`src/rtl/irq_controller_if.sv`:
```
`default_nettype none
// ============================================================================
// Module      : irq_controller_if
// Description : Bundle of the interrupt lines, mask-write port and core
//               ExtIRQ/ExtIAck/ERet handshake around irq_controller.
// Revision    : 1.0 - initial release
// ============================================================================
interface irq_controller_if #(
  parameter int NSRC = 4,
  parameter int IDW  = 2
);
  logic [NSRC-1:0] irq_in;
  logic            mask_we;
  logic [NSRC-1:0] mask_wdata;
  logic            ExtIAck;
  logic            ERet;
  logic            ExtIRQ;
  logic [IDW-1:0]  irq_id;
  logic [NSRC-1:0] pending;
  logic [NSRC-1:0] enable;
  logic            in_service;

  // Controller side
  modport slave (
    input  irq_in, mask_we, mask_wdata, ExtIAck, ERet,
    output ExtIRQ, irq_id, pending, enable, in_service
  );

  // Core / interrupt-source side
  modport master (
    output irq_in, mask_we, mask_wdata, ExtIAck, ERet,
    input  ExtIRQ, irq_id, pending, enable, in_service
  );
endinterface
`default_nettype wire

```
`src/rtl/irq_controller.sv`:
```
`default_nettype none
// ============================================================================
// Module      : irq_controller
// Description : Multi-source external interrupt controller. Synchronises and
//               edge-detects asynchronous lines, latches pending bits, gates
//               them with an enable mask, picks the lowest-index candidate and
//               runs one request at a time through the core handshake.
// Revision    : 1.0 - initial release
// ============================================================================
module irq_controller #(
  parameter int NSRC = 4,
  parameter int IDW  = 2
) (
  input  wire logic         CLOCK_50,
  input  wire logic         reset,
  irq_controller_if.slave   bus
);

  typedef enum logic [1:0] {
    S_IDLE    = 2'd0,
    S_REQ     = 2'd1,
    S_SERVICE = 2'd2
  } state_t;

  state_t          state_q;
  logic [NSRC-1:0] sync1_q;
  logic [NSRC-1:0] sync2_q;
  logic [NSRC-1:0] prev_q;
  logic [NSRC-1:0] pending_q;
  logic [NSRC-1:0] pending_d;
  logic [NSRC-1:0] enable_q;
  logic            ExtIRQ_q;
  logic [IDW-1:0]  irq_id_q;
  logic            in_service_q;

  logic [NSRC-1:0] w_event;
  logic [NSRC-1:0] w_cand;
  logic [IDW-1:0]  w_winner;
  logic            w_ack;
  logic [NSRC-1:0] w_clr;

  // Two-flop synchroniser plus a delay flop for rising-edge detection
  always_ff @(posedge CLOCK_50 or negedge reset) begin
    if (!reset) begin
      sync1_q <= '0;
      sync2_q <= '0;
      prev_q  <= '0;
    end else begin
      sync1_q <= bus.irq_in;
      sync2_q <= sync1_q;
      prev_q  <= sync2_q;
    end
  end

  assign w_event = sync2_q & ~prev_q;

  // Acknowledge only counts while a request is outstanding
  assign w_ack = (state_q == S_REQ) && bus.ExtIAck;

  // Pending next state: clear the acknowledged source, a fresh edge wins
  always_comb begin
    w_clr = '0;
    for (int i = 0; i < NSRC; i++) begin
      w_clr[i] = w_ack && (irq_id_q == IDW'(i));
    end
    pending_d = (pending_q & ~w_clr) | w_event;
  end

  // Pending bits latch regardless of the mask
  always_ff @(posedge CLOCK_50 or negedge reset) begin
    if (!reset) begin
      pending_q <= '0;
    end else begin
      pending_q <= pending_d;
    end
  end

  // Enable mask register, written by the strobe
  always_ff @(posedge CLOCK_50 or negedge reset) begin
    if (!reset) begin
      enable_q <= '0;
    end else if (bus.mask_we) begin
      enable_q <= bus.mask_wdata;
    end
  end

  // Fixed priority: lowest set candidate index wins
  always_comb begin
    w_cand   = pending_q & enable_q;
    w_winner = '0;
    for (int i = NSRC - 1; i >= 0; i--) begin
      if (w_cand[i]) begin
        w_winner = IDW'(i);
      end
    end
  end

  // Request/acknowledge/return sequencer with registered outputs
  always_ff @(posedge CLOCK_50 or negedge reset) begin
    if (!reset) begin
      state_q      <= S_IDLE;
      ExtIRQ_q     <= 1'b0;
      irq_id_q     <= '0;
      in_service_q <= 1'b0;
    end else begin
      case (state_q)
        S_IDLE: begin
          if (|w_cand) begin
            irq_id_q <= w_winner;
            ExtIRQ_q <= 1'b1;
            state_q  <= S_REQ;
          end
        end
        S_REQ: begin
          // Request is held even if the source gets masked meanwhile
          if (bus.ExtIAck) begin
            ExtIRQ_q     <= 1'b0;
            in_service_q <= 1'b1;
            state_q      <= S_SERVICE;
          end
        end
        S_SERVICE: begin
          // No nesting: new events only accumulate in pending
          if (bus.ERet) begin
            in_service_q <= 1'b0;
            state_q      <= S_IDLE;
          end
        end
        default: begin
          ExtIRQ_q     <= 1'b0;
          in_service_q <= 1'b0;
          state_q      <= S_IDLE;
        end
      endcase
    end
  end

  assign bus.ExtIRQ     = ExtIRQ_q;
  assign bus.irq_id     = irq_id_q;
  assign bus.pending    = pending_q;
  assign bus.enable     = enable_q;
  assign bus.in_service = in_service_q;

endmodule
`default_nettype wire

```
`src/flat_wrapper.sv`:
```
// flat-port wrapper written by rule: the top's interface ports become plain ports
module irq_controller_flat 
#(
  parameter int NSRC = 4,
  parameter int IDW  = 2
)
  (CLOCK_50, reset, bus_irq_in, bus_mask_we, bus_mask_wdata, bus_ExtIAck, bus_ERet, bus_ExtIRQ, bus_irq_id, bus_pending, bus_enable, bus_in_service);
  irq_controller_if #(.NSRC(NSRC), .IDW(IDW)) bus_i ();
  input  wire logic CLOCK_50;
  input  wire logic reset;
  input wire logic [$bits(bus_i.irq_in)-1:0] bus_irq_in;
  input wire logic [$bits(bus_i.mask_we)-1:0] bus_mask_we;
  input wire logic [$bits(bus_i.mask_wdata)-1:0] bus_mask_wdata;
  input wire logic [$bits(bus_i.ExtIAck)-1:0] bus_ExtIAck;
  input wire logic [$bits(bus_i.ERet)-1:0] bus_ERet;
  output wire logic [$bits(bus_i.ExtIRQ)-1:0] bus_ExtIRQ;
  output wire logic [$bits(bus_i.irq_id)-1:0] bus_irq_id;
  output wire logic [$bits(bus_i.pending)-1:0] bus_pending;
  output wire logic [$bits(bus_i.enable)-1:0] bus_enable;
  output wire logic [$bits(bus_i.in_service)-1:0] bus_in_service;
  assign bus_i.irq_in = bus_irq_in;
  assign bus_i.mask_we = bus_mask_we;
  assign bus_i.mask_wdata = bus_mask_wdata;
  assign bus_i.ExtIAck = bus_ExtIAck;
  assign bus_i.ERet = bus_ERet;
  assign bus_ExtIRQ = bus_i.ExtIRQ;
  assign bus_irq_id = bus_i.irq_id;
  assign bus_pending = bus_i.pending;
  assign bus_enable = bus_i.enable;
  assign bus_in_service = bus_i.in_service;
  irq_controller #(.NSRC(NSRC), .IDW(IDW)) u_core (.CLOCK_50(CLOCK_50), .reset(reset), .bus(bus_i));
endmodule
```
`config.mk`:
```
export PLATFORM = sky130hd
export DESIGN_NAME = irq_controller_flat
export DESIGN_NICKNAME = d
export VERILOG_FILES = /design/src/rtl/irq_controller_if.sv /design/src/rtl/irq_controller.sv /design/src/flat_wrapper.sv
export SDC_FILE = /design/constraint.sdc
export NUM_CORES = 1
export LEC_CHECK = 0
export CAP_MARGIN = 30
export CORE_UTILIZATION = 50
export DETAILED_ROUTE_END_ITERATION = 6
export DONT_BUFFER_PORTS = 1
export GPL_ROUTABILITY_DRIVEN = 0
export GPL_TIMING_DRIVEN = 0
export HOLD_SLACK_MARGIN = 0.05
export PLACE_DENSITY = 0.68
export REMOVE_ABC_BUFFERS = 1
export SKIP_LAST_GASP = 1
export SYNTH_ARGS = -nofsm -noshare
export SYNTH_HDL_FRONTEND = slang
export SYNTH_SLANG_ARGS = --single-unit
export TNS_END_PERCENT = 100
```
`constraint.sdc`:
```
create_clock -name CLOCK_50 -period 1.6 [get_ports CLOCK_50]
set_input_delay 0.32 -clock CLOCK_50 [delete_from_list [all_inputs] [get_ports CLOCK_50]]
set_output_delay 0.32 -clock CLOCK_50 [all_outputs]
set_load 0.05 [all_outputs]
```
==> flow_summary_export.csv <==
group,metric,value,unit
global_routing,antenna_found_initial,0,
run_status,status,"completed",
yosys,synth.avg_cell_area,13.4,sq um
yosys,synth-compound-area-share,13.9,%
layout,fin_nets,92,
setup_path,r2r-end,"u_core.bus.ExtIRQ",
yosys,yosys.area.top_type,"dfrtp_1",
layout,final_util,60.9,%
setup_path,r2r_cells,3,
clocking,clkLatencyLatePin,0.31,ns
timing,fin_ws,0.0836,ns
timing,slew_headroom,62.3,%
power,p_total,2.02,mW
timing,layout_min_cycle_time,1.52,ns
setup_path,cp.arrival,1.73,ns
yosys,synth_edf_count,0,
setup_path,crit_slowest_cell,"dfrtp_1",
setup_path,worst_setup_path_end_kind,"register",
route,wl_per_cell,13.1,um
power,power_density,1890,mW/mm^2
route,routed_wl,1350,um
yosys,synthAdderAreaFrac,0,%
clocking,cts-root-buf,"clkbuf_4",
die,die_w,45.3,um
worst_hold_path,min_path_cells,1,
place,dp_slack,0.0989,ns
yosys,synth.most_common_cell,"dfrtp_1",
setup_path,start_kind,"register",
global_routing,grt_max_degree,27,
yosys,yosysWarnings,0,
yosys,netlist_area,936,sq um
die,core,0.00175,sq mm
global_routing,grt_first_pass_wirelength,2210,um
die,start_util,53.6,%
yosys,synth_cell_types,19,
timing,setup_viol,0,
place,port_buffers,0,
setup_path,cp_max_fo,4,
yosys,synth_top_family_by_area,"compound AO/OA/AOI/OAI gates",
power,p_leak,0.469,nW
setup_path,r2r_setup_slack,0.08,ns
yosys,synth-seq-cells,26,
clocking,htreeDepth,1,
timing,fmax,659,MHz
setup_path,worst-setup-path-type,"reg -> reg",
setup_path,path_depth,3,
setup_path,critPathTopFamily,"compound AO/OA/AOI/OAI gates",
timing,rsz0062_at_grt,"no",
route,via_per_inst,5.27,
yosys,ys_seq_area_share,69.5,%
layout,diodes,0,
timing,worstMarginPinSlew,0.565,ns
yosys,synth_common_cells,"dfrtp_1, o21ai_0, nand2_1, inv_1",
yosys,async_reset_ff_share,100,%
clocking,clockBufferDepth,2,
clocking,cts.sinks,26,
timing,fin_skew,0.00255,ns
setup_path,cp.required,1.81,ns
route,dr.pass1.iters,2,
die,io_pins,25,
clocking,cts_hold_buf,6,
clocking,cts_buffers,3,
clocking,post_cts_buffers,0,
global_routing,overflow,0,
route,dr.first_iter.drc_count,3,
clocking,clkSlewWorstSetupHoldPaths,0.13,ns
yosys,netlist.area_leader.share,69.5,%
clocking,cts_tree,"yes",
route,drcViolationCount,0,
route,ant_nets,0,
worst_hold_path,hold_start,"bus_mask_wdata[3]",
yosys,yosys.area_share.simple,8.29,%
setup_path,path_cells,"a22o_1 -> nand3b_4 -> a221o_1",
yosys,ys.flop_type,"dfrtp_1",
timing,post-route-period-util,94.8,%
yosys,synth_xor_area_share,0,%
layout,syn_to_final_growth,13.6,%
setup_path,critPathBufInv,0,
worst_hold_path,hold_class,"in -> reg",
layout,drive_above_1_share,14.1,%
setup_path,max_stage_delay,0.60,ns
job,maxCapViolations,0,
die,dieHeight,45.3,um
global_routing,grt_pass1_vias,471,
timing,final_max_slew_viol_count,0,
clocking,post_cts_resized,0,
setup_path,rr_startpoint,"u_core.bus.pending[3]",
yosys,synthMuxAreaShare,4.81,%
yosys,synthCells,70,
global_routing,track_usage,15.2,%
die,design.die.area,0.00205,sq mm
die,rows,15,
yosys,synthTopCellsByArea,"dfrtp_1, mux2_2, o21ai_0",
timing,hold_viol,0,
power,ir_drop,0.000930,V
route,vias,543,
worst_hold_path,hold_path_end,"u_core.bus.enable[3]",
place,place_hpwl,940,um
timing,fin_tns_setup,0,ns
## logic make-up after synthesis
| family | count (synthesis) |
|---|---|
| flip-flops | 26 |
| AND/OR/NAND/NOR | 12 |
| buffers and inverters | 8 |
| AO/OA/AOI/OAI | 20 |
| multiplexers | 4 |
## layout make-up
| class | instances | area [sq um] |
|---|---|---|
| multi-input cells | 36 | 253 |
| well taps | 25 | 31.3 |
| inverters | 6 | 22.5 |
| flip-flops and latches | 26 | 651 |
| fillers | 137 | 682 |
| repair buffers | 6 | 70.1 |
| clock buffers | 4 | 36.3 |
## registers in the layout, summed over array words and instances, names as in the netlist
name / count
u_core.bus.ExtIRQ: 1
u_core.bus.pending: 4
u_core.bus.in_service: 1
u_core.bus.enable: 4
u_core.sync2_q: 4
u_core.prev_q: 4
u_core.state_q: 2
u_core.sync1_q: 4
u_core.bus.irq_id: 2
## worst reg2reg max path, cell delays in order (launching register included)
cell	delay (ns)
dfrtp_1	0.60
a22o_1	0.34
nand3b_4	0.16
a221o_1	0.32
## layer usage
layer	share of wire [%]	wire length, um	track usage (%)	vias up
li1	-	-	-	264
met1	48	648	23.3	260
met2	46	623	20.9	17
met3	4.4	60	2.80	2
met4	1.3	18	7.27	0
met5	0	0	0	-
## worst max path at each step
stage                     slack [ns]               endpoint                  start
final                           0.08      u_core.bus.ExtIRQ  u_core.bus.pending[3]
after global routing            0.02  u_core.bus.pending[2]   u_core.bus.irq_id[1]
after CTS                       0.09      u_core.bus.ExtIRQ  u_core.bus.pending[3]
after detailed placement         0.1      u_core.bus.ExtIRQ  u_core.bus.pending[3]
after global placement          0.11      u_core.bus.ExtIRQ  u_core.bus.pending[3]
after floorplan                 0.15      u_core.bus.ExtIRQ  u_core.bus.pending[3]
## placed cells by master, fill, tap and decap left out
cell / netlist / layout
a21oi_1: 4 / 4
nor3b_1: 1 / 1
o21a_1: 1 / 1
a2bb2oi_1: 1 / 1
dlygate4sd3_1: 0 / 5
a22o_1: 1 / 1
nor2_1: 1 / 1
dfrtp_1: 26 / 26
a221o_1: 1 / 1
o21ai_0: 8 / 8
clkbuf_8: 0 / 1
a32o_1: 1 / 1
nor2_4: 1 / 1
clkbuf_4: 0 / 3
nand3b_4: 1 / 1
mux2_2: 4 / 4
o41ai_1: 2 / 2
nand4b_1: 1 / 1
inv_1: 6 / 6
nand2_1: 7 / 7
buf_12: 0 / 1
a21boi_0: 1 / 1
## per-stage QoR
step | hold slack [ns] | cells | instance area, sq um
finish | 0.150 | 103 | 1060
global route | 0.130 | 103 | 1060
CTS | 0.141 | 103 | 1060
detailed placement | 0.0249 | 93 | 957
global placement | 0.0249 | 93 | 957
floorplan | 0.0244 | 68 | 926
## report_power, final
| group | switching, mW | total (mW) | leakage (nW) | internal, mW |
|---|---|---|---|---|
| Clock | 0.177 | 0.316 | 0.0210 | 0.139 |
| Sequential | 0.566 | 1.36 | 0.295 | 0.794 |
| Combinational | 0.156 | 0.339 | 0.153 | 0.183 |
No activity file was read; power rests on OpenSTA's default activity.
